## src/rtl/dmem_arbiter.sv

```systemverilog
`default_nettype none
// ============================================================================
// Module   : dmem_arbiter
// Purpose  : Round-robin, burst-limited two-port arbiter in front of dmem with
//            registered per-port read responses. Optional macro
//            DMEM_ARB_STATS_EN builds saturating accepted-beat counters.
// Revision : 1.0 - initial release
// ============================================================================
module dmem_arbiter #(
    parameter int AW        = 32,
    parameter int DW        = 32,
    parameter int MAX_BURST = 4
) (
    input  logic          clk,
    input  logic          reset,
    input  logic          a_req,
    input  logic [3:0]    a_we,
    input  logic [AW-1:0] a_addr,
    input  logic [DW-1:0] a_wdata,
    output logic          a_gnt,
    output logic          a_rvalid,
    output logic [DW-1:0] a_rdata,
    input  logic          b_req,
    input  logic [3:0]    b_we,
    input  logic [AW-1:0] b_addr,
    input  logic [DW-1:0] b_wdata,
    output logic          b_gnt,
    output logic          b_rvalid,
    output logic [DW-1:0] b_rdata,
    output logic [AW-1:0] daddr,
    output logic [DW-1:0] dwdata,
    output logic [3:0]    dwe,
    input  logic [DW-1:0] drdata,
    output logic [15:0]   cnt_a,
    output logic [15:0]   cnt_b
);

    localparam int c_BURST_W = $clog2(MAX_BURST + 1);
    localparam logic [c_BURST_W-1:0] c_MAX = c_BURST_W'(MAX_BURST);
    localparam logic [c_BURST_W-1:0] c_ONE = c_BURST_W'(1);

    localparam logic [1:0] c_OWN_IDLE = 2'd0;
    localparam logic [1:0] c_OWN_A    = 2'd1;
    localparam logic [1:0] c_OWN_B    = 2'd2;

    localparam logic c_PORT_A = 1'b0;
    localparam logic c_PORT_B = 1'b1;

    logic [1:0]           r_owner;
    logic [1:0]           w_owner_nxt;
    logic [c_BURST_W-1:0] r_burst;
    logic [c_BURST_W-1:0] w_burst_nxt;
    logic                 r_last;
    logic                 w_last_nxt;
    logic                 w_gnt_a;
    logic                 w_gnt_b;

    logic                 r_a_rvalid;
    logic                 r_b_rvalid;
    logic [DW-1:0]        r_a_rdata;
    logic [DW-1:0]        r_b_rdata;

    // State register
    always_ff @(posedge clk) begin
        if (!reset) begin
            r_owner <= c_OWN_IDLE;
            r_burst <= c_ONE;
            r_last  <= c_PORT_B;
        end else begin
            r_owner <= w_owner_nxt;
            r_burst <= w_burst_nxt;
            r_last  <= w_last_nxt;
        end
    end

    // Next-state logic
    always_comb begin
        w_owner_nxt = c_OWN_IDLE;
        w_burst_nxt = c_ONE;
        w_last_nxt  = r_last;
        if (w_gnt_a) begin
            w_owner_nxt = c_OWN_A;
            w_last_nxt  = c_PORT_A;
            if (r_owner == c_OWN_A) begin
                w_burst_nxt = (r_burst == c_MAX) ? c_MAX : r_burst + c_ONE;
            end
        end else if (w_gnt_b) begin
            w_owner_nxt = c_OWN_B;
            w_last_nxt  = c_PORT_B;
            if (r_owner == c_OWN_B) begin
                w_burst_nxt = (r_burst == c_MAX) ? c_MAX : r_burst + c_ONE;
            end
        end
    end

    // Grant decision and memory-port mux; everything is forced to 0 in reset
    always_comb begin
        w_gnt_a = 1'b0;
        w_gnt_b = 1'b0;
        if (reset) begin
            if (a_req && b_req) begin
                case (r_owner)
                    c_OWN_A: begin
                        if (r_burst < c_MAX) w_gnt_a = 1'b1;
                        else                 w_gnt_b = 1'b1;
                    end
                    c_OWN_B: begin
                        if (r_burst < c_MAX) w_gnt_b = 1'b1;
                        else                 w_gnt_a = 1'b1;
                    end
                    default: begin
                        if (r_last == c_PORT_B) w_gnt_a = 1'b1;
                        else                    w_gnt_b = 1'b1;
                    end
                endcase
            end else begin
                w_gnt_a = a_req;
                w_gnt_b = b_req;
            end
        end

        daddr  = '0;
        dwdata = '0;
        dwe    = 4'h0;
        if (w_gnt_a) begin
            daddr  = a_addr;
            dwdata = a_wdata;
            dwe    = a_we;
        end else if (w_gnt_b) begin
            daddr  = b_addr;
            dwdata = b_wdata;
            dwe    = b_we;
        end
    end

    assign a_gnt = w_gnt_a;
    assign b_gnt = w_gnt_b;

    // drdata only ever reaches a register, never an output directly
    always_ff @(posedge clk) begin
        if (!reset) begin
            r_a_rvalid <= 1'b0;
            r_b_rvalid <= 1'b0;
            r_a_rdata  <= '0;
            r_b_rdata  <= '0;
        end else begin
            r_a_rvalid <= w_gnt_a;
            r_b_rvalid <= w_gnt_b;
            r_a_rdata  <= (w_gnt_a && (a_we == 4'h0)) ? drdata : '0;
            r_b_rdata  <= (w_gnt_b && (b_we == 4'h0)) ? drdata : '0;
        end
    end

    assign a_rvalid = r_a_rvalid;
    assign b_rvalid = r_b_rvalid;
    assign a_rdata  = r_a_rdata;
    assign b_rdata  = r_b_rdata;

`ifdef DMEM_ARB_STATS_EN
    logic [15:0] r_cnt_a;
    logic [15:0] r_cnt_b;

    always_ff @(posedge clk) begin
        if (!reset) begin
            r_cnt_a <= 16'h0000;
            r_cnt_b <= 16'h0000;
        end else begin
            if (w_gnt_a && (r_cnt_a != 16'hFFFF)) r_cnt_a <= r_cnt_a + 16'd1;
            if (w_gnt_b && (r_cnt_b != 16'hFFFF)) r_cnt_b <= r_cnt_b + 16'd1;
        end
    end

    assign cnt_a = r_cnt_a;
    assign cnt_b = r_cnt_b;
`else
    assign cnt_a = 16'h0000;
    assign cnt_b = 16'h0000;
`endif

endmodule
`default_nettype wire

```

## config.mk

```make
export PLATFORM = sky130hd
export DESIGN_NAME = dmem_arbiter
export DESIGN_NICKNAME = d
export VERILOG_FILES = /design/src/rtl/dmem_arbiter.sv
export SDC_FILE = /design/constraint.sdc
export NUM_CORES = 1
export LEC_CHECK = 0
export CAP_MARGIN = 20
export CORE_AREA = 2 2 131 133
export CTS_BUF_LIST = sky130_fd_sc_hd__clkbuf_8
export CTS_CLUSTER_DIAMETER = 80
export DETAILED_ROUTE_END_ITERATION = 8
export DIE_AREA = 0 0 133 135
export GPL_TIMING_DRIVEN = 1
export SLEW_MARGIN = 0
export SYNTH_ARGS = -nofsm -noshare
export SYNTH_HDL_FRONTEND = slang
export SYNTH_SLANG_ARGS = --single-unit
```

## constraint.sdc

```tcl
create_clock -name clk -period 3.62 [get_ports clk]
set_input_delay 0.362 -clock clk [delete_from_list [all_inputs] [get_ports clk]]
set_output_delay 0.362 -clock clk [all_outputs]
set_load 0.01 [all_outputs]
```

==> results of run 1 <==
==> cells in the mapped netlist (2+ instances only) <==
library cell	number
dfxtp_1	71
and3_1	65
a22o_1	61
buf_4	32
clkbuf_1	19
buf_6	8
a22o_2	7
inv_1	6
nand2_1	6
ha_1	5
a311oi_1	2
nand3_1	2
nand3b_1	2
nor2_1	2
nor2b_1	2
nor4_1	2
o211ai_1	2
==> worst register-to-register path, stage by stage (launching register included) <==
cell	delay, ps
dfxtp_1	390
inv_1	60
ha_1	390
and3_1	270
a311oi_4	310
buf_4	360
a21oi_1	140
a221o_1	270
==> stage by stage <==
step           util (%)  setup WS, ps  power (mW)
3_5_place_dp       38.8           424        1.52
5_1_grt            40.4          73.9        2.25
2_1_floorplan         -          1210        1.11
4_1_cts            40.0          15.4        2.17
6_report           40.4           217        2.15
3_3_place_gp       38.8           491        1.52
==> state kept, by name, summed over array words and instances (netlist names) <==
register  count
r_burst       3
b_rvalid      1
b_rdata      32
r_owner       2
a_rdata      32
r_last        1
==> where the power goes <==
part | switching, mW | total, mW | internal (mW)
clock | 0.286 | 0.640 | 0.354
combinational | 0.294 | 0.711 | 0.417
sequential | 0.00785 | 0.801 | 0.793
==> layout make-up <==
| class | count | area [um2] | area share [%] |
|---|---|---|---|
| flip-flops and latches | 71 | 1420 | 21.4 |
| repair buffers | 317 | 3210 | 48.3 |
| clock inverters | 5 | 57.6 | 0.867 |
| clock buffers | 11 | 151 | 2.28 |
| inverters | 6 | 22.5 | 0.339 |
| multi-input cells | 204 | 1500 | 22.6 |
| well taps | 220 | 275 | 4.15 |
| diodes | 1 | 2.50 | 0.0377 |
==> per-layer routing <==
metal | vias up | share of wire [%] | track usage (%)
met1 | 1646 | 37 | 17.2
met2 | 213 | 53 | 30.3
met4 | 0 | 2.0 | 5.56
met5 | - | 0 | 0
li1 | 1684 | - | -
met3 | 18 | 7.8 | 4.65
==> worst max path at each step <==
| stage | endpoint | cells after the start |
|---|---|---|
| floorplan | daddr[0] | 6 |
| global placement | daddr[0] | 7 |
| detailed placement | daddr[0] | 7 |
| CTS | daddr[0] | 7 |
| global route | daddr[11] | 8 |
| finish | daddr[7] | 8 |
==> repair_timing <==
item                       4_1_cts  5_1_grt
gates resized for setup          0        0
hold buffers                     0        0
setup endpoints to repair        0       10
setup buffers                    0        2
hold endpoints to repair         0        0
==> kinds of logic after synthesis <==
| group | synth area share [%] |
|---|---|
| and+or+nand+nor | 17.0 |
| AOI/OAI and AO/OA | 22.5 |
| DFF | 44.2 |
| buffers and inverters | 14.0 |
| adders and majority gates | 1.94 |
| muxes | 0.311 |
| other | 0.116 |
==> results.py, run 1 <==
metrics = {
    "outcome": {
        "outcome": "finished, final reports clean",
    },
    "hold_path": {
        "hold_path.class": "reg2reg",
        "whs_endpoint": "r_last",
        "hold_start": "r_last",
        "hold_path_depth": 2,
    },
    "sta": {
        "tns_ps": 0,
        "period_share_pct": 94.0,
        "holdWs_ps": 549,
        "hold_violations": 0,
        "finalSetupViolations": 0,
        "fmax_ghz": 0.294,
        "finClkSkew_ps": 9.08,
        "slew_violations": 0,
        "rsz0062_at_grt": "no",
        "min_period_ps": 3400,
    },
    "critical_path": {
        "r2r_slack_ps": 1330,
        "cpPeakStageDelay_ps": 540,
        "r2r_start": "r_owner[0]",
        "arrival_ps": 3040,
        "crit_start": "r_owner[0]",
        "r2r_cells": 7,
        "worst-path-max-fanout": 35,
        "critical-path-top-delay-family": "buffers and inverters",
        "crit_buf_inv": 4,
        "worst_r2r_endpoint": "r_burst[0]",
        "slowest_stage": "clkdlybuf4s50_1",
        "crit_chain": "inv_1 -> ha_1 -> or4b_4 -> a41oi_4 -> buf_4 -> clkbuf_16 -> a22o_1 -> clkdlybuf4s50_1",
        "critical_path_class": "reg2out",
        "critPathRequiredTime_ps": 3260,
        "start_kind": "register",
        "end_kind": "output pin",
    },
    "placed_design": {
        "place_hpwl_um": 12700,
        "gp_congestion": 0.897,
        "place_area_um2": 6360,
        "portBuffers": 307,
        "dp_cells": 814,
    },
    "cells_and_area": {
        "mostFrequentLayoutCells": "307 x clkdlybuf4s50_1, 71 x dfxtp_1, 65 x and3_1, 61 x a22o_1, 32 x conb_1",
        "stdcell_count": 835,
        "design_area_um2": 6640,
        "final_common_cell": "clkdlybuf4s50_1",
        "fillers": 1585,
        "final_nets": 786,
        "drive_above_1_share_pct": 6.68,
        "syn_to_final_growth_pct": 106,
    },
    "logic_synthesis": {
        "yosysSeqAreaShare_pct": 44.2,
        "synth_top_area_share_pct": 44.2,
        "yosys.cell_types.count": 34,
        "ys_warn_count": 0,
        "async_reset_ff_share_pct": 0,
        "synth_seq_cells": 71,
        "ys.flop_type": "dfxtp_1",
        "post_synth_inst_count": 311,
        "synthTopCellsByArea": "dfxtp_1 44%, a22o_1 17%, and3_1 13%, buf_4 7.5%, buf_6 2.8%",
        "yosysTopAreaCell": "dfxtp_1",
        "synth_edf_count": 0,
        "syn-cell-area_um2": 3220,
        "syn_area_per_cell_um2": 10.4,
    },
    "grt": {
        "grt.total_usage_pct": 16.1,
        "grt_max_degree": 81,
        "antenna_found_initial": 1,
        "globalRouteOverflowTotal": 0,
        "grt_first_pass_wirelength_um": 21700,
        "first_global_vias": 3529,
    },
    "die": {
        "initial_utilization_pct": 19.6,
        "rows": 47,
        "die_area_um2": 18000,
        "coreArea_um2": 16400,
        "die_w_um": 133,
        "num_io_pins": 340,
        "dieHeight_um": 135,
    },
    "route": {
        "drt-pass1-iter-count": 4,
        "antenna_left": 0,
        "drcViolationCount": 0,
        "num_vias": 3561,
        "routed_wl_um": 15700,
        "viasPerCell": 4.26,
        "first_iter_violations": 102,
        "wl_per_cell_um": 18.8,
    },
    "power": {
        "p_per_area_nw_per_um2": 324,
        "leakage_nw": 2.75,
        "peakVddDrop_mv": 0.148,
    },
    "cts": {
        "cts-htree-levels": 3,
        "cts_root_buf": "clkbuf_8",
        "cts_tree": "built",
        "clk_latency_ps": 340,
        "cts_buffers": 9,
        "clock-sinks": 71,
        "cts.path.max_buffers": 2,
        "cts.clk_slew.worst_paths_ps": 70,
    },
    "job": {
        "drv_cap": 0,
    },
}
Power figures use the tool's default switching activity.
==> run 2: changes to the inputs <==
CTS_CLUSTER_SIZE = 24   (was unset)
==> results of run 2 <==
Final layout, timing and power as in run 1 (identical DEF).
==> run 3: changes to the inputs <==
ABC_AREA = 1   (was unset)
CORE_AREA = 2 2 133 135   (was 2 2 131 133)
DIE_AREA = 0 0 135 137   (was 0 0 133 135)
==> results.py, run 3 <==
metrics = {
    "outcome": {
        "outcome": "finished, final reports clean",
    },
    "cells_and_area": {
        "final_common_cell": "clkdlybuf4s50_1",
        "mostFrequentLayoutCells": "306 x clkdlybuf4s50_1, 157 x nand2_1, 71 x dfxtp_1, 70 x nand4_1, 55 x nor2_1",
        "stdcell_count": 1027,
        "seq_area_um2": 1420,
        "syn_to_final_growth_pct": 93.5,
        "multi_input_area_um2": 1600,
        "fillers": 1777,
        "drive_above_1_share_pct": 5.88,
        "final_nets": 972,
    },
    "placed_design": {
        "portBuffers": 307,
        "dp_cells": 1009,
        "place_ws_ps": 624,
        "gp_congestion": 0.783,
        "place_hpwl_um": 11600,
    },
    "grt": {
        "grt.total_usage_pct": 14.9,
        "grt_first_pass_wirelength_um": 21400,
        "antenna_found_initial": 2,
        "grt_max_degree": 74,
        "globalRouteOverflowTotal": 0,
        "first_global_vias": 3810,
    },
    "job": {
        "drv_cap": 0,
    },
    "power": {
        "peakVddDrop_mv": 0.188,
        "sw_frac_of_total_pct": 28.5,
        "seq_power_share_pct": 37.3,
        "leakage_nw": 3.08,
        "p_per_area_nw_per_um2": 310,
        "p_switching_mw": 0.607,
        "p_int_mw": 1.52,
        "combPwrFrac_pct": 29.1,
        "p_clk_share_pct": 33.7,
    },
    "cts": {
        "clock-sinks": 71,
        "cts_tree": "built",
        "cts_root_buf": "clkbuf_8",
        "ctsResizeCount": 0,
        "cts_buffers": 9,
        "cts_setup_buffers": 0,
        "holdBufCountCts": 0,
        "cts.clk_slew.worst_paths_ps": 80,
        "cts.path.max_buffers": 2,
        "clk_latency_ps": 340,
        "cts-htree-levels": 3,
    },
    "critical_path": {
        "r2r_cells": 10,
        "slowest_stage": "clkdlybuf4s50_1",
        "cpPeakStageDelay_ps": 580,
        "arrival_ps": 2880,
        "end_kind": "output pin",
        "crit_chain": "inv_1 -> ha_1 -> inv_1 -> nand3_1 -> nand2_2 -> nand3_2 -> clkinv_2 -> buf_4 -> nand2_1 -> nand2_1 -> clkdlybuf4s50_1",
        "r2r_slack_ps": 990,
        "worst-path-max-fanout": 30,
        "critPathRequiredTime_ps": 3260,
        "crit_buf_inv": 5,
        "critical-path-top-delay-family": "buffers and inverters",
        "critical_path_class": "reg2out",
        "start_kind": "register",
        "worst_r2r_endpoint": "b_rdata[13]",
        "r2r_start": "r_owner[0]",
    },
    "sta": {
        "tns_ps": 0,
        "holdWs_ps": 301,
        "hold_violations": 0,
        "slew_violations": 0,
        "finClkSkew_ps": 10.8,
        "tightest_slew_ps": 778,
        "finalSetupViolations": 0,
        "setup_slack_ps": 379,
        "period_share_pct": 89.5,
        "rsz0062_at_grt": "no",
        "min_period_ps": 3240,
        "fmax_ghz": 0.309,
        "slew_headroom_pct": 48.1,
    },
    "route": {
        "wl_per_cell_um": 14.3,
        "antenna_left": 0,
        "drcViolationCount": 0,
        "first_iter_violations": 87,
        "drt-pass1-iter-count": 4,
        "viasPerCell": 4.01,
        "num_vias": 4122,
        "routed_wl_um": 14700,
    },
    "logic_synthesis": {
        "ys_warn_count": 0,
        "synth_top_area_share_pct": 40.0,
        "yosysMostFrequentCell": "nand2_1",
        "yosysTopAreaCell": "dfxtp_1",
        "synth_commonest_cells": "158 x nand2_1, 71 x dfxtp_1, 70 x nand4_1, 55 x nor2_1, 49 x inv_1",
        "yosysSeqAreaShare_pct": 40.0,
        "yosys.cell_types.count": 22,
        "syn-cell-area_um2": 3550,
        "post_synth_inst_count": 506,
        "synth_edf_count": 0,
        "ys.flop_type": "dfxtp_1",
        "async_reset_ff_share_pct": 0,
        "syn_area_per_cell_um2": 7.03,
        "synthTopCellsByArea": "dfxtp_1 40%, nand2_1 17%, nand4_1 12%, buf_4 8.0%, nor2_1 5.8%",
        "synth_seq_cells": 71,
    },
    "die": {
        "num_io_pins": 340,
        "die_w_um": 135,
        "rows": 48,
        "coreArea_um2": 17100,
        "die_area_um2": 18500,
        "initial_utilization_pct": 20.8,
        "dieHeight_um": 137,
    },
    "hold_path": {
        "hold_path_depth": 3,
        "hold_path.class": "in2reg",
        "hold_start": "reset",
        "whs_endpoint": "r_owner[0]",
    },
}
[run 3: changes by cell type after synthesis, moves of 7 or more]
cell,previous run,this run
and3_1,65,0
inv_1,6,49
nand2_1,6,158
nor2_2,0,12
buf_2,0,15
nor2_1,2,55
nand4_1,1,70
a22o_1,61,0
clkbuf_1,19,4
a22o_2,7,0
[run 3: kinds of logic (layout without fill, tap and decap cells)]
family	count (synthesis)	count (layout)	share of synthesized area, %
adder cells (fa/ha/maj)	5	5	1.76
flip-flops	71	71	40.0
other	1	34	0.105
AND/OR/NAND/NOR	308	308	39.3
AO/OA/AOI/OAI	2	2	0.457
buffers and inverters	119	382	18.4
[run 3: layer usage]
| layer | wire length [um] | share of wire, % | vias to the layer above | track usage, % |
|---|---|---|---|---|
| met5 | 0 | 0 | - | 0 |
| met4 | 181 | 1.2 | 0 | 3.82 |
| met3 | 1270 | 8.6 | 14 | 4.56 |
| met2 | 7420 | 51 | 206 | 27.0 |
| met1 | 5800 | 40 | 1787 | 17.2 |
| li1 | - | - | 2115 | - |
[run 3: worst reg2reg max path: stages, from the launching register on]
cell and delay (ps):
dfxtp_1 390, inv_1 60, ha_1 330, a21boi_2 180
nand2_1 80, nand2_2 300, buf_4 300, nand2_2 100
inv_2 90, nand2_2 380, nor2_1 340
[run 3: worst max path at each step]
stage	start	end	cells past startpoint
floorplan	r_owner[0]	daddr[10]	10
global placement	b_req	dwdata[21]	9
detailed placement	b_req	dwdata[21]	9
CTS	r_owner[0]	dwdata[24]	11
global route	r_owner[0]	dwdata[20]	11
finish	r_owner[0]	dwdata[24]	11
[run 3: through the flow]
step	power [mW]	area (um2)	util, %
after floorplan	1.08	3670	-
after global placement	1.44	6640	38.9
after detailed placement	1.44	6640	38.9
after CTS	2.17	6870	40.3
after global routing	2.24	6870	40.3
final	2.13	6880	40.3
[run 3: layout make-up]
type / instances / area share (%)
repair buffers: 314 / 45.7
diodes: 2 / 0.0728
multi-input cells: 347 / 23.2
clock buffers: 9 / 1.80
clock inverters: 7 / 1.53
well taps: 225 / 4.09
inverters: 52 / 2.86
flip-flops and latches: 71 / 20.7
[run 3: power groups by stage]
| stage | Clock [mW] | Combinational, mW | Sequential [mW] |
|---|---|---|---|
| floorplan | 0 | 0.261 | 0.816 |
| global placement | 0 | 0.623 | 0.813 |
| detailed placement | 0 | 0.624 | 0.813 |
| CTS | 0.745 | 0.626 | 0.794 |
| global route | 0.776 | 0.668 | 0.796 |
| finish | 0.718 | 0.619 | 0.794 |
